## src/rtl/regfile_pkg.sv

```systemverilog
// Shared register-file constants for the 0dMIPS datapath.
// The decode and writeback stages reuse these constants.
package regfile_pkg;

  localparam int unsigned WORD_WIDTH = 32;
  localparam int unsigned REG_COUNT  = 32;
  localparam int unsigned REG_ADDR_W = 5;
  localparam int unsigned REG_ZERO   = 0;

endpackage

```

## src/rtl/dff_register.sv

```systemverilog
// One word of D flip-flops sharing clock, asynchronous reset and a load enable.
module dff_register
  import regfile_pkg::*;
#(
  parameter int unsigned WIDTH = WORD_WIDTH
) (
  input  logic             clk,
  input  logic             rst,
  input  logic             en_i,
  input  logic [WIDTH-1:0] d_i,
  output logic [WIDTH-1:0] q_o
);

  logic [WIDTH-1:0] q_q;

  always_ff @(posedge clk or posedge rst) begin
    if (rst) begin
      q_q <= '0;
    end else if (en_i) begin
      q_q <= d_i;
    end
  end

  assign q_o = q_q;

endmodule

```

## src/rtl/regfile.sv

```systemverilog
// 2-read / 1-write register file with hardwired-zero r0 and optional write-to-read bypass.
module regfile
  import regfile_pkg::*;
#(
  parameter int unsigned WIDTH  = WORD_WIDTH,
  parameter int unsigned DEPTH  = REG_COUNT,
  parameter bit          BYPASS = 1'b0,
  localparam int unsigned ADDR_W = $clog2(DEPTH)
) (
  input  logic              clk,
  input  logic              rst,
  input  logic              wr_enable,
  input  logic [ADDR_W-1:0] W_addr,
  input  logic [WIDTH-1:0]  W_data,
  input  logic [ADDR_W-1:0] A_addr,
  output logic [WIDTH-1:0]  A_data,
  input  logic [ADDR_W-1:0] B_addr,
  output logic [WIDTH-1:0]  B_data
);

  localparam logic [ADDR_W-1:0] ZeroAddr = ADDR_W'(REG_ZERO);

  logic [DEPTH-1:0]            wr_sel;
  logic [DEPTH-1:0][WIDTH-1:0] regs;
  logic                        wr_live;

  assign wr_live = wr_enable && !rst && (W_addr != ZeroAddr);

  // One-hot write decode; r0 never gets an enable.
  always_comb begin
    wr_sel = '0;
    if (wr_live) begin
      wr_sel[W_addr] = 1'b1;
    end
  end

  assign regs[0] = '0;

  for (genvar i = 1; i < DEPTH; i++) begin : g_reg
    dff_register #(
      .WIDTH (WIDTH)
    ) u_reg (
      .clk  (clk),
      .rst  (rst),
      .en_i (wr_sel[i]),
      .d_i  (W_data),
      .q_o  (regs[i])
    );
  end

  always_comb begin
    A_data = regs[A_addr];
    B_data = regs[B_addr];
    if (BYPASS && wr_live && (A_addr == W_addr)) begin
      A_data = W_data;
    end
    if (BYPASS && wr_live && (B_addr == W_addr)) begin
      B_data = W_data;
    end
  end

endmodule

```

## config.mk

```make
export PLATFORM = sky130hd
export DESIGN_NAME = regfile
export DESIGN_NICKNAME = d
export VERILOG_FILES = /design/src/rtl/regfile_pkg.sv /design/src/rtl/dff_register.sv /design/src/rtl/regfile.sv
export SDC_FILE = /design/constraint.sdc
export NUM_CORES = 2
export LEC_CHECK = 0
export ABC_CLOCK_PERIOD_IN_PS = 2000
export BUFFER_PORTS_ARGS = -buffer_cell sky130_fd_sc_hd__clkbuf_2
export CAP_MARGIN = 20
export CORE_MARGIN = 4
export CORE_UTILIZATION = 55
export CTS_CLUSTER_SIZE = 14
export DETAILED_ROUTE_END_ITERATION = 16
export PLACE_DENSITY = 0.71
export SYNTH_ARGS = -nofsm -noshare
export SYNTH_HDL_FRONTEND = slang
export SYNTH_HIERARCHICAL = 1
export SYNTH_SLANG_ARGS = --single-unit
```

## constraint.sdc

```tcl
create_clock -name clk -period 2 [get_ports clk]
set_input_delay 0.1 -clock clk [delete_from_list [all_inputs] [get_ports clk]]
set_output_delay 0.1 -clock clk [all_outputs]
set_load 0.1 [all_outputs]
```

# ---- Word level (Yosys, flattened, before mapping)
# Cells that the tools add are included.
dict set report word_totals {
  wordCells 47
  input_bits 50
  register_bits 992
  out_inout_bits 64
}
dict set report classes {
  n_reduce_logical 5
  muxes 7
  order_cmp 4
}
# op n
set op_table {}
lappend op_table {{$bmux 32 s5} 2}
lappend op_table {{$mux 32} 3}
lappend op_table {{$lt 5x6->1 const B} 3}
lappend op_table {{$demux 1 s5} 1}
lappend op_table {{$ge 5x1->1 const B} 1}
lappend op_table {{$reduce_bool 5->1} 1}
lappend op_table {{$logic_and 1x1->1} 3}
lappend op_table {{$logic_not 1->1} 1}
lappend op_table {{$mux 1} 1}

# ---- Longest topological paths before layout
dict set report depth {
  ltp_word 5
  depth_mapped 9
  mapped_depth_nobuf 4
}

# ---- By module
# Netlist, hierarchy kept.
# mod seq_area_each_um2 area_each_um2 n_inst cells_each
set by_module_without_submodules {}
lappend by_module_without_submodules {dff_register 800.8 1348.8 31 69}
lappend by_module_without_submodules {regfile 0.0 16331.9 1 1456}

# ---- Least setup slack after synthesis
# OpenSTA, ideal clock, no wires.
dict set report synth_timing {
  path_kind {input port to output port}
  startpoint {in B_addr[0]}
  endpoint {out B_data[23]}
  setup_slack_ns -1.502
  n_path_buf 5
  t_required_ns 1.900
  t_arrival_ns 3.402
  cell_stages 9
  cell_sequence {buf_2 -> buf_6 -> buf_6 -> buf_6 -> buf_6 -> mux2i_1 -> o22ai_1 -> a211oi_1 -> o31ai_1}
}
dict set report synth_between {
  elab_chain_cells 2
}
# item line
set synth_lines {}
lappend synth_lines {{start, declared} regfile.sv:17} ;# input logic [ADDR_W-1:0] B_addr,
lappend synth_lines {{$bmux 32 s5} regfile.sv:53} ;# B_data = regs[B_addr];
lappend synth_lines {{$mux 32 (not written as such)} regfile.sv:53}
lappend synth_lines {{end, declared} regfile.sv:18} ;# output logic [WIDTH-1:0] B_data
# Every way passes these cells. The select of a mux whose other input is x is not followed.

# ---- Worst setup path in the final report
dict set report layout_timing {
  startpoint {reg g_reg[27].u_reg.q_q[30]}
  endpoint {out A_data[30]}
}
dict set report layout_between {
  elab_chain_cells 2
}
# item line
set layout_lines {}
lappend layout_lines {{start, declared} dff_register.sv:14} ;# logic [WIDTH-1:0] q_q;
lappend layout_lines {{start signal, assigned} dff_register.sv:20} ;# q_q <= d_i;
lappend layout_lines {{$bmux 32 s5} regfile.sv:52} ;# A_data = regs[A_addr];
lappend layout_lines {{$mux 32 (not written as such)} regfile.sv:52}
lappend layout_lines {{end, declared} regfile.sv:16} ;# output logic [WIDTH-1:0] A_data,
# Every way passes these cells. The select of a mux whose other input is x is not followed.

==> summary.md <==
| Metric | Value |
|---|---|
| DR iter-0 viols | `4641` |
| Grt ovf | `0` |
| Max FFs per register | `992` |
| Internal | `43.5 mW` |
| Slew Limit Fails | `0` |
| Clock skew | `0 ns` |
| CTS root buffer | `clkbuf_16` |
| Dpl hpwl | `121 mm` |
| Layout Utilization | `65.7%` |
| Max-cap check violation count | `0` |
| Initial antenna violation count | `7` |
| I/O Pins | `114` |
| Slew headroom | `31.9%` |
| Routability cong. | `0.873` |
| Area fraction of the dominant cell type after synthesis | `42.7%` |
| Fill cell count | `7186` |
| Max Fanout on Critical Path | `3` |
| Area of the die | `0.111 sq mm` |
| WL final | `194 mm` |
| Crit path kind | `reg -> out` |
| P_sw | `17.7 mW` |
| RSZ-0062 raised after global routing | `true` |
| Crit start category | `flop` |
| Layout area overhead | `18.7%` |
| Sequential power share | `41.0%` |
| Outcome | `complete, but fails checks` |
| First-pass GRT wire length | `283 mm` |
| Clock power share | `34.3%` |
| Worst Tran Pin Value | `1.02 ns` |
| Sw Ratio | `28.9%` |
| Largest net degree at the start of global routing | `63` |
| Placed insts | `5170` |
| Worst hold path type | `in -> reg` |
| Avg Synthesized Cell Area | `16.2 sq um` |
| Via-to-Cell Ratio | `6.99` |
| Power density cells | `886 mW/mm^2` |
| H-Tree Depth | `3` |
| Lkg Pwr | `30.7 nW` |
| Initial Utilization | `55.3%` |
| Min Clock Period, post-route | `2.68 ns` |
| Final period util | `134%` |
| Peak VDD IR | `0.881 mV` |
| Area taken by flip-flops and latches | `0.0248 sq mm` |
| Cells after Synth | `3595` |
| CTS clk-pin slew, worst paths | `0.06 ns` |
| Library cells used by synthesis | `31` |
| WL/cell | `35.5 microns` |
| Setup ws final | `-0.675 ns` |
| Synth Warn # | `6` |
| Top post-synthesis cells by area | `dfrtp_1 (43%), mux2_4 (24%), mux4_2 (15%)` |
| Clk_lat worst skew | `0.68 ns` |
| Number of synthesized register bits | `992` |
| Nets | `4036` |
| R2R setup slack | `0.95 ns` |
| Vias in the first global route | `39.5k` |
| Routed vias | `38.2k` |
| First-pass DRT Iterations | `5` |
| Final cell count without fillers | `5469` |
| CTS Buf Count | `104` |
| Drt drc | `0` |
| Tot Pwr | `61.2 mW` |
| Arrival time worst endpoint | `2.58 ns` |
| Syn nets | `3645` |
| CP required | `1.90 ns` |
| Reg2reg path depth | `3` |
| Rows | `119` |
| IO buf count | `113` |
| Final instance area | `0.0690 sq mm` |
| Failing checks | `negative setup slack` |
| Seq/Total Area, Yosys | `42.7%` |
| Die extent in x | `333 microns` |
| Hold Path Stages | `3` |
| Total core area | `0.105 sq mm` |
| Post-DP Area | `0.0642 sq mm` |
| Final setup fails | `64` |
| Synthesized area | `0.0581 sq mm` |
| Multi-input logic area | `0.0314 sq mm` |
| Layout cells sized above 1 | `59.7%` |
| Clock Sinks | `992` |
| ANT nets after route | `0` |
| Dpl ws | `-0.583 ns` |
| F_max | `374 MHz` |
| GRT Util Overall | `34.5%` |
| Comb pwr share | `24.7%` |
| CTS tree | `yes` |
| Longest Clk Path Bufs | `3` |
| Die height | `333 microns` |
| Final hold vios | `0` |
| Worst Setup End Kind | `output port` |
| Leading area contributor after synthesis | `dfrtp_1` |
## cells in the mapped netlist
cell / count
a211oi_1: 64
a22o_1: 192
and2_1: 34
and3_1: 32
buf_1: 14
buf_12: 93
buf_2: 45
buf_4: 24
buf_6: 47
clkbuf_1: 112
dfrtp_1: 992
inv_1: 32
inv_2: 1
mux2_2: 126
mux2_4: 930
mux2i_1: 160
mux4_2: 384
nand2_1: 68
nand2b_1: 2
nand3_1: 1
nand3b_1: 4
nand4b_1: 1
nand4bb_1: 1
nor2_1: 34
nor2b_1: 6
nor3b_1: 1
o21ai_1: 64
o22ai_1: 64
o31ai_1: 64
or3_1: 1
or3b_2: 2
## layer usage
| metal | GRT usage (%) | share of wire, % | up-vias |
|---|---|---|---|
| met5 | 0 | 0.012 | - |
| met4 | 15.3 | 5.5 | 4 |
| met3 | 8.84 | 10 | 556 |
| met2 | 51.4 | 44 | 2581 |
| met1 | 48.1 | 40 | 20383 |
| li1 | - | - | 14716 |
## cells in the final DEF (no fill, tap or decap), types with 7 or more instances in the layout
| master | instances |
|---|---|
| mux4_2 | 384 |
| bufinv_16 | 14 |
| clkbuf_8 | 20 |
| clkbuf_2 | 40 |
| nand2_1 | 66 |
| mux2_2 | 126 |
| clkbuf_1 | 15 |
| clkinvlp_4 | 7 |
| o22ai_1 | 64 |
| and2_1 | 31 |
| o31ai_4 | 64 |
| a211oi_1 | 55 |
| inv_2 | 33 |
| and3_1 | 32 |
| a211oi_2 | 9 |
| a22o_1 | 191 |
| buf_4 | 345 |
| o21ai_4 | 13 |
| buf_6 | 25 |
| clkbuf_16 | 108 |
| mux2_4 | 930 |
| dfrtp_1 | 992 |
| mux2i_1 | 158 |
| nor2_4 | 33 |
| o21ai_1 | 27 |
| o21ai_2 | 24 |
| clkinv_2 | 27 |
| buf_12 | 205 |
## final timing paths
check | start | end
max in group asynchronous | rst | g_reg[29].u_reg/q_o[12]
setup reg to reg | g_reg[29].u_reg/q_o[23] | g_reg[29].u_reg/q_o[23]
setup / recovery | g_reg[27].u_reg/q_o[30] | A_data[30]
hold / removal | W_data[9] | g_reg[5].u_reg/q_o[9]
hold reg to reg | g_reg[14].u_reg/q_o[7] | g_reg[14].u_reg/q_o[7]
min in group asynchronous | rst | g_reg[6].u_reg/q_o[12]
## worst max-delay path, cell delays in order, from the launching register on
cell	delay (ns)
dfrtp_1	0.40
mux4_2	0.47
a22o_1	0.23
o21ai_2	0.23
buf_6	0.17
o31ai_4	0.15
buf_12	0.22
## power groups by stage
stage | logic [mW] | registers, mW | clock network, mW
finish | 15.1 | 25.1 | 21.0
global route | 15.7 | 25.3 | 22.0
CTS | 14.8 | 24.9 | 21.1
detailed placement | 14.4 | 25.2 | 0
global placement | 14.1 | 25.1 | 0
floorplan | 10.3 | 24.4 | 0
## through the flow
| stage | hold slack, ns | TNS (ns) |
|---|---|---|
| finish | 0.120 | -34.22 |
| global route | 0.129 | -36.99 |
| CTS | 0.106 | -35.29 |
| detailed placement | 0.461 | -10.93 |
| global placement | 0.452 | -9.97 |
| floorplan | 0.216 | -1.54 |
## cells by family after synthesis
group | Yosys count | synth area share [%]
simple gates | 187 | 1.60
compound gates | 448 | 5.78
mux | 1600 | 44.1
flops | 992 | 42.7
buf+inv | 368 | 5.84
## layout make-up
class / count / area share [%]
Sequential cell: 992 / 36.0
Timing Repair Buffer: 620 / 10.5
Inverter: 33 / 0.179
Tap cell: 1391 / 2.52
Clock inverter: 51 / 0.930
Multi-Input combinational cell: 2235 / 45.5
Antenna cell: 4 / 0.0145
Clock buffer: 143 / 4.39
## repair_timing
| action | CTS | global route |
|---|---|---|
| buffers inserted | 63 | 42 |
| pin swaps | 126 | 46 |
| hold buffers | 1 | 0 |
| endpoints found under the hold margin | 495 | 0 |
| gates resized for setup | 69 | 10 |
| endpoints found under the setup margin | 64 | 64 |
(Power assumes the default switching activity.)
